$ cat src/rtl/mips_pkg.sv
// Shared MIPS definitions: opcodes, reset PC and fetch FSM encoding.
// Imported by the fetch stage and its next-PC selector.
package mips_pkg;

  localparam logic [5:0] OP_RTYPE = 6'b000000;
  localparam logic [5:0] OP_J     = 6'b000010;
  localparam logic [5:0] OP_JAL   = 6'b000011;
  localparam logic [5:0] OP_BEQ   = 6'b000100;
  localparam logic [5:0] OP_BNE   = 6'b000101;

  localparam logic [31:0] RESET_PC_DEF = 32'h0000_0000;

  typedef enum logic [1:0] {
    S_FETCH = 2'd0,
    S_WAIT  = 2'd1,
    S_EXEC  = 2'd2,
    S_HALT  = 2'd3
  } fetch_state_t;

  function automatic logic [31:0] br_off(
    input logic [15:0] imm
  );
    return {{14{imm[15]}}, imm, 2'b00};
  endfunction

endpackage

$ cat src/rtl/fetch_unit_if.sv
// Instruction memory req/ack bus between fetch stage and imem.
// master = fetch side, slave = memory side.
interface fetch_unit_if;

  logic        imemReq;
  logic [31:0] imemAddr;
  logic        imemAck;
  logic [31:0] imemRdata;

  modport master (
    output imemReq,
    output imemAddr,
    input  imemAck,
    input  imemRdata
  );

  modport slave (
    input  imemReq,
    input  imemAddr,
    output imemAck,
    output imemRdata
  );

endinterface

$ cat src/rtl/fetch_unit_pc_next_sel.sv
// Combinational next-PC mux with branch and jump target adders.
// Priority: jr, then jump, then taken branch, else pc + 4.
module pc_next_sel
  import mips_pkg::*;
(
  input  logic [31:0] pc,
  input  logic [25:0] instr_idx,
  input  logic [31:0] jr_target,
  input  logic        jr,
  input  logic        jump,
  input  logic        beq,
  input  logic        bne,
  input  logic        zero,
  output logic [31:0] pc_plus4,
  output logic [31:0] next_pc
);

  logic [31:0] br_tgt;
  logic [31:0] jmp_tgt;
  logic        taken;

  always_comb begin
    pc_plus4 = pc + 32'd4;
    br_tgt   = pc_plus4 + br_off(instr_idx[15:0]);
    jmp_tgt  = {pc_plus4[31:28], instr_idx, 2'b00};
    taken    = (beq & zero) | (bne & ~zero);
  end

  // jr target is word-aligned by masking the low bits
  always_comb begin
    if (jr)
      next_pc = jr_target & 32'hFFFF_FFFC;
    else if (jump)
      next_pc = jmp_tgt;
    else if (taken)
      next_pc = br_tgt;
    else
      next_pc = pc_plus4;
  end

endmodule

$ cat src/rtl/fetch_unit.sv
// Fetch stage: PC, imem req/ack FSM, timeout and sticky fault.
// FETCH_ALIGN_CHECK_EN: misaligned jr target faults instead of masking.
module fetch_unit
  import mips_pkg::*;
#(
  parameter logic [31:0] RESET_PC = RESET_PC_DEF,
  parameter int          TIMEOUT  = 16
) (
  input  logic         clk,
  input  logic         rst_n,
  input  logic         stall,
  fetch_unit_if.master imem,
  output logic [31:0]  instr,
  output logic         instrValid,
  output logic [31:0]  pc,
  output logic [31:0]  pcPlus4,
  input  logic         beq,
  input  logic         bne,
  input  logic         jump,
  input  logic         jr,
  input  logic         zero,
  input  logic [31:0]  jrTarget,
  output logic         fault
);

  localparam int TW = $clog2(TIMEOUT + 1);

  fetch_state_t  state;
  fetch_state_t  state_nx;
  logic [TW-1:0] timer;
  logic [31:0]   next_pc;
  logic          tmo;
  logic          misalign;

  assign tmo = (timer == TW'(TIMEOUT - 1));

`ifdef FETCH_ALIGN_CHECK_EN
  assign misalign = jr & (jrTarget[1:0] != 2'b00);
`else
  assign misalign = 1'b0;
`endif

  pc_next_sel u_sel (
    .pc        (pc),
    .instr_idx (instr[25:0]),
    .jr_target (jrTarget),
    .jr        (jr),
    .jump      (jump),
    .beq       (beq),
    .bne       (bne),
    .zero      (zero),
    .pc_plus4  (pcPlus4),
    .next_pc   (next_pc)
  );

  always_ff @(posedge clk or negedge rst_n) begin
    if (!rst_n)
      state <= S_FETCH;
    else
      state <= state_nx;
  end

  // ack in the timeout cycle still wins
  always_comb begin
    state_nx = state;
    unique case (state)
      S_FETCH: state_nx = S_WAIT;
      S_WAIT: begin
        if (imem.imemAck)
          state_nx = S_EXEC;
        else if (tmo)
          state_nx = S_HALT;
      end
      S_EXEC: begin
        if (!stall)
          state_nx = misalign ? S_HALT : S_FETCH;
      end
      S_HALT: state_nx = S_HALT;
    endcase
  end

  // rst_n gating drops the request as soon as reset asserts
  always_comb begin
    imem.imemReq  = rst_n &
      ((state == S_FETCH) | (state == S_WAIT));
    imem.imemAddr = pc;
    instrValid    = (state == S_EXEC);
  end

  always_ff @(posedge clk or negedge rst_n) begin
    if (!rst_n) begin
      pc    <= RESET_PC;
      instr <= 32'd0;
      timer <= '0;
      fault <= 1'b0;
    end else if (state == S_WAIT) begin
      if (imem.imemAck)
        instr <= imem.imemRdata;
      else if (tmo)
        fault <= 1'b1;
      else
        timer <= timer + 1'b1;
    end else if (state == S_EXEC && !stall) begin
      if (misalign) begin
        fault <= 1'b1;
      end else begin
        pc    <= next_pc;
        timer <= '0;
      end
    end
  end

endmodule

$ cat src/flat_wrapper.sv
// flat-port wrapper written by rule: the top's interface ports become plain ports
module fetch_unit_flat import mips_pkg::*;
#(
  parameter logic [31:0] RESET_PC = RESET_PC_DEF,
  parameter int          TIMEOUT  = 16
)
  (clk, rst_n, stall, instr, instrValid, pc, pcPlus4, beq, bne, jump, jr, zero, jrTarget, fault, imem_imemReq, imem_imemAddr, imem_imemAck, imem_imemRdata);
  fetch_unit_if imem_i ();
  input  logic clk;
  input  logic rst_n;
  input  logic stall;
  output logic [31:0] instr;
  output logic instrValid;
  output logic [31:0] pc;
  output logic [31:0] pcPlus4;
  input  logic beq;
  input  logic bne;
  input  logic jump;
  input  logic jr;
  input  logic zero;
  input  logic [31:0] jrTarget;
  output logic fault;
  output wire logic [$bits(imem_i.imemReq)-1:0] imem_imemReq;
  output wire logic [$bits(imem_i.imemAddr)-1:0] imem_imemAddr;
  input wire logic [$bits(imem_i.imemAck)-1:0] imem_imemAck;
  input wire logic [$bits(imem_i.imemRdata)-1:0] imem_imemRdata;
  assign imem_imemReq = imem_i.imemReq;
  assign imem_imemAddr = imem_i.imemAddr;
  assign imem_i.imemAck = imem_imemAck;
  assign imem_i.imemRdata = imem_imemRdata;
  fetch_unit #(.RESET_PC(RESET_PC), .TIMEOUT(TIMEOUT)) u_core (.clk(clk), .rst_n(rst_n), .stall(stall), .imem(imem_i), .instr(instr), .instrValid(instrValid), .pc(pc), .pcPlus4(pcPlus4), .beq(beq), .bne(bne), .jump(jump), .jr(jr), .zero(zero), .jrTarget(jrTarget), .fault(fault));
endmodule
$ cat config.mk
export PLATFORM = sky130hd
export DESIGN_NAME = fetch_unit_flat
export DESIGN_NICKNAME = d
export VERILOG_FILES = /design/src/rtl/mips_pkg.sv /design/src/rtl/fetch_unit_if.sv /design/src/rtl/fetch_unit_pc_next_sel.sv /design/src/rtl/fetch_unit.sv /design/src/flat_wrapper.sv
export SDC_FILE = /design/constraint.sdc
export NUM_CORES = 1
export LEC_CHECK = 0
export CAP_MARGIN = 15
export CORE_MARGIN = 2
export CORE_UTILIZATION = 43
export CTS_BUF_LIST = sky130_fd_sc_hd__clkbuf_4 sky130_fd_sc_hd__clkbuf_8
export DETAILED_ROUTE_END_ITERATION = 6
export PLACE_DENSITY_LB_ADDON = 0.1
export SYNTH_ARGS = -nofsm -noshare
export SYNTH_HDL_FRONTEND = slang
export SYNTH_SLANG_ARGS = --single-unit
$ cat constraint.sdc
create_clock -name clk -period 3.19 [get_ports clk]
set_input_delay 0.7975 -clock clk [delete_from_list [all_inputs] [get_ports clk]]
set_output_delay 0.7975 -clock clk [all_outputs]
set_load 0.05 [all_outputs]
==> summary.txt <==
Status
  • Outcome: finished, violations left
  • Failing checks: negative setup slack

Setup path
  • Reg2reg path depth: 15
  • Critical-path cell list: ha_4, and4_4, nand3_4, nor2_4, buf_4, nand2_2, xnor2_4, ha_4, nand4_1, or4_4, a31o_4, a21oi_2, nor4_1, o31a_1, o41ai_2
  • Kind of critical path: reg -> reg
  • CP required: between 3 and 4 ns
  • CP max stage cell: or4_4
  • CP delay by family, top: simple AND/OR/NAND/NOR gates
  • Crit path top cell by count: ha_4
  • CP max FO: 5
  • Critical path arrival: ~3.7 ns
  • Worst Setup End Kind: register
  • Startpoint types: register
  • Crit path buf inv count: 1
  • Levels on crit path: 15
  • Slowest stage delay, CP: 0.45 ns

Synthesis
  • Predominant post-synthesis flop cell: dfrtp_1
  • Synth Area per Inst: 8.507 sq um
  • Synth async-reset ratio: 100.0%
  • Post-Syn Area: approximately 5900 sq um
  • Mapped Cells: 696
  • Sequential cell area fraction in the yosys report: ~30%
  • EDFF count, synth: 0
  • Post-synthesis sequential element count: 70
  • Ys Warns: 0
  • Distinct cell type count after synthesis: 65

Place
  • DPL Wire Length: 18,600 microns
  • Area after DPL: about 9500 sq um
  • Port Buffers: a little under 200
  • Gpl congestion: 0.9685

Route
  • ANT nets after route: 0
  • Iter 0 DRT Violations: approximately 650
  • Drt drc: 0
  • WL per Instance: 21.11 microns
  • Via Count: 7,019
  • Vias per cell: 5.849
  • Number of detailed-route iterations in the first pass: 5
  • Final wirelength: between 20,000 and 30,000 microns

Hold path
  • Hold Crit Class: in -> async

Layout
  • Layout Utilization: 79.33%
  • Commonest cells after routing, fill and taps aside: buf_4 (171), clkdlybuf4s50_1 (168), nand2_1 (62)
  • Fin area: ~11,000 sq um
  • Share of post-route cells with drive strength above 1: a little under two fifths
  • Fill cells: between 900 and 1,000
  • Area Growth Syn to Fin: 78.85%
  • Post-layout nets: between 1,000 and 1,500
  • Most common cell after layout, fill and taps aside: buf_4
  • Area of the multi-input gates: about 4900 sq um
  • Reg area: about 1800 sq um
  • Diodes inserted: 0

Floorplan
  • Row cnt: 42
  • Core ar.: approximately 13,000 sq um
  • Die area: approximately 15,000 sq um
  • IO Pins: slightly above 200
  • Die Wd: roughly 120 microns
  • Die Ht: 121.3 microns
  • Starting Density: 44.36%

Clocking
  • CTS Buf Count: 9
  • Clk root buf: clkbuf_8
  • CTS tree: built
  • Clock transition at path regs: ~0.1 ns
  • Clock Sinks: 70
  • Cts-stage hold buffer count: 0
  • Maximum clock insertion buffer count: 2
  • Worst skew pair latency: slightly below 0.4 ns
  • CTS HTree Levels: 3

Job
  • Maximum capacitance violations: 0

Global routing
  • Initial antenna violation count: 0
  • Largest net degree at the start of global routing: 47
  • Global-route wire length before repair: 38,090 microns
  • GR Overflow Total: 0
  • GRT Total Usage: approximately 34%
  • Vias in the first global route: a little over 7,000

Timing
  • Endpoints failing hold: 0
  • Final period util: 107.8%
  • Final Setup Violations: 15
  • Unrepaired setup endpoints after global routing: yes
  • Slew HR: 53.71%
  • Final Slew Violations: 0
  • Minimum clock period: around 3.4 ns
  • Max Freq: 290.7 MHz
  • Worst-Margin Slew: ~0.7 ns
  • Max Clock Skew: 0.01179 ns
  • Final worst slack: -0.2498 ns
[synth_stat cells (5+ instances only)]
library cell,number,area (sq um)
clkbuf_1,20,75.07
xnor2_1,30,262.8
inv_1,5,18.77
and2_1,5,31.28
nand2b_1,7,43.79
and3_1,14,87.58
nor2_1,66,247.7
buf_2,6,30.03
nand4_1,11,68.82
nand2_1,67,251.5
a21o_1,10,75.07
a211oi_1,6,45.04
xor2_1,19,166.4
or3_1,9,56.30
nor4_1,5,31.28
mux2_2,33,371.6
buf_4,36,270.3
nor3_1,14,70.07
ha_1,38,475.5
o31ai_1,8,60.06
a21oi_1,60,300.3
o211ai_1,8,60.06
nor2b_1,8,50.05
dfrtp_1,70,1752
o22ai_1,12,75.07
a221oi_1,7,61.31
mux2i_1,7,70.07
nand3_1,23,115.1
o21ai_0,33,165.2
[per-stage QoR]
stage | hold slack (ns) | TNS, ns | std cells | setup slack [ns]
after floorplan | 0.4485 | -4.690 | 701 | -0.4648
after global placement | 0.4405 | -2.426 | 1156 | -0.4005
after detailed placement | 0.4458 | -3.211 | 1156 | -0.4441
after CTS | 0.4578 | -0.4357 | 1189 | -0.1639
after global routing | 0.4657 | -3.755 | 1200 | -0.3344
final | 0.4413 | -1.534 | 1200 | -0.2498
[sequential cells by signal (all words and copies together), names as in the netlist]
name / count
u_core.state: 2
u_core.fault: 1
u_core.imem.imemAddr: 30
u_core.instr: 32
u_core.timer: 5
[path summary, 6_finish.rpt]
check | slack [ns] | endpoint | from
min in group clk | 0.47 | u_core.fault | u_core.fault
hold / removal | 0.44 | u_core.instr[31] | rst_n
setup / recovery | -0.25 | u_core.imem.imemAddr[25] | u_core.imem.imemAddr[3]
setup reg to reg | -0.25 | u_core.imem.imemAddr[25] | u_core.imem.imemAddr[3]
max in group asynchronous | 1.76 | u_core.imem.imemAddr[7] | rst_n
hold reg to reg | 0.47 | u_core.fault | u_core.fault
[cell families after synthesis]
group | count (synthesis) | synth area share (%)
AND/OR/NAND/NOR | 240 | 19.46
AO/OA/AOI/OAI | 182 | 20.06
buffers and inverters | 73 | 7.037
flip-flops | 70 | 29.59
XOR/XNOR | 50 | 7.713
multiplexers | 41 | 7.713
adder cells (fa/ha/maj) | 39 | 8.369
other | 1 | 0.06334
[layout make-up]
type                    count  share of cell area [%]
multi-input cells         558                   45.89
repair buffers            373                   33.17
flip-flops and latches     70                   16.85
well taps                 176                   2.080
clock buffers               9                   1.170
clock inverters             7                  0.5908
inverters                   7                  0.2481
[layer usage]
metal	wire [microns]	up-vias	part of all wire, %	GRT usage (%)
met3	2115	65	8.3	6.861
met4	746	0	2.9	13.00
met1	9978	3436	39	42.96
met5	0	-	0	0
li1	-	3145	-	-
met2	12490	373	49	56.53
[repair_timing]
item | 4_1_cts | 5_1_grt
hold endpoints to repair | 0 | 0
resized for setup | 81 | 34
setup buffers | 17 | 13
pin swaps | 48 | 34
setup endpoints to repair | 19 | 21
Power is left out: the tool's default activity adds up to more than one toggle a clock period on the data nets, which glitch-free logic cannot reach.
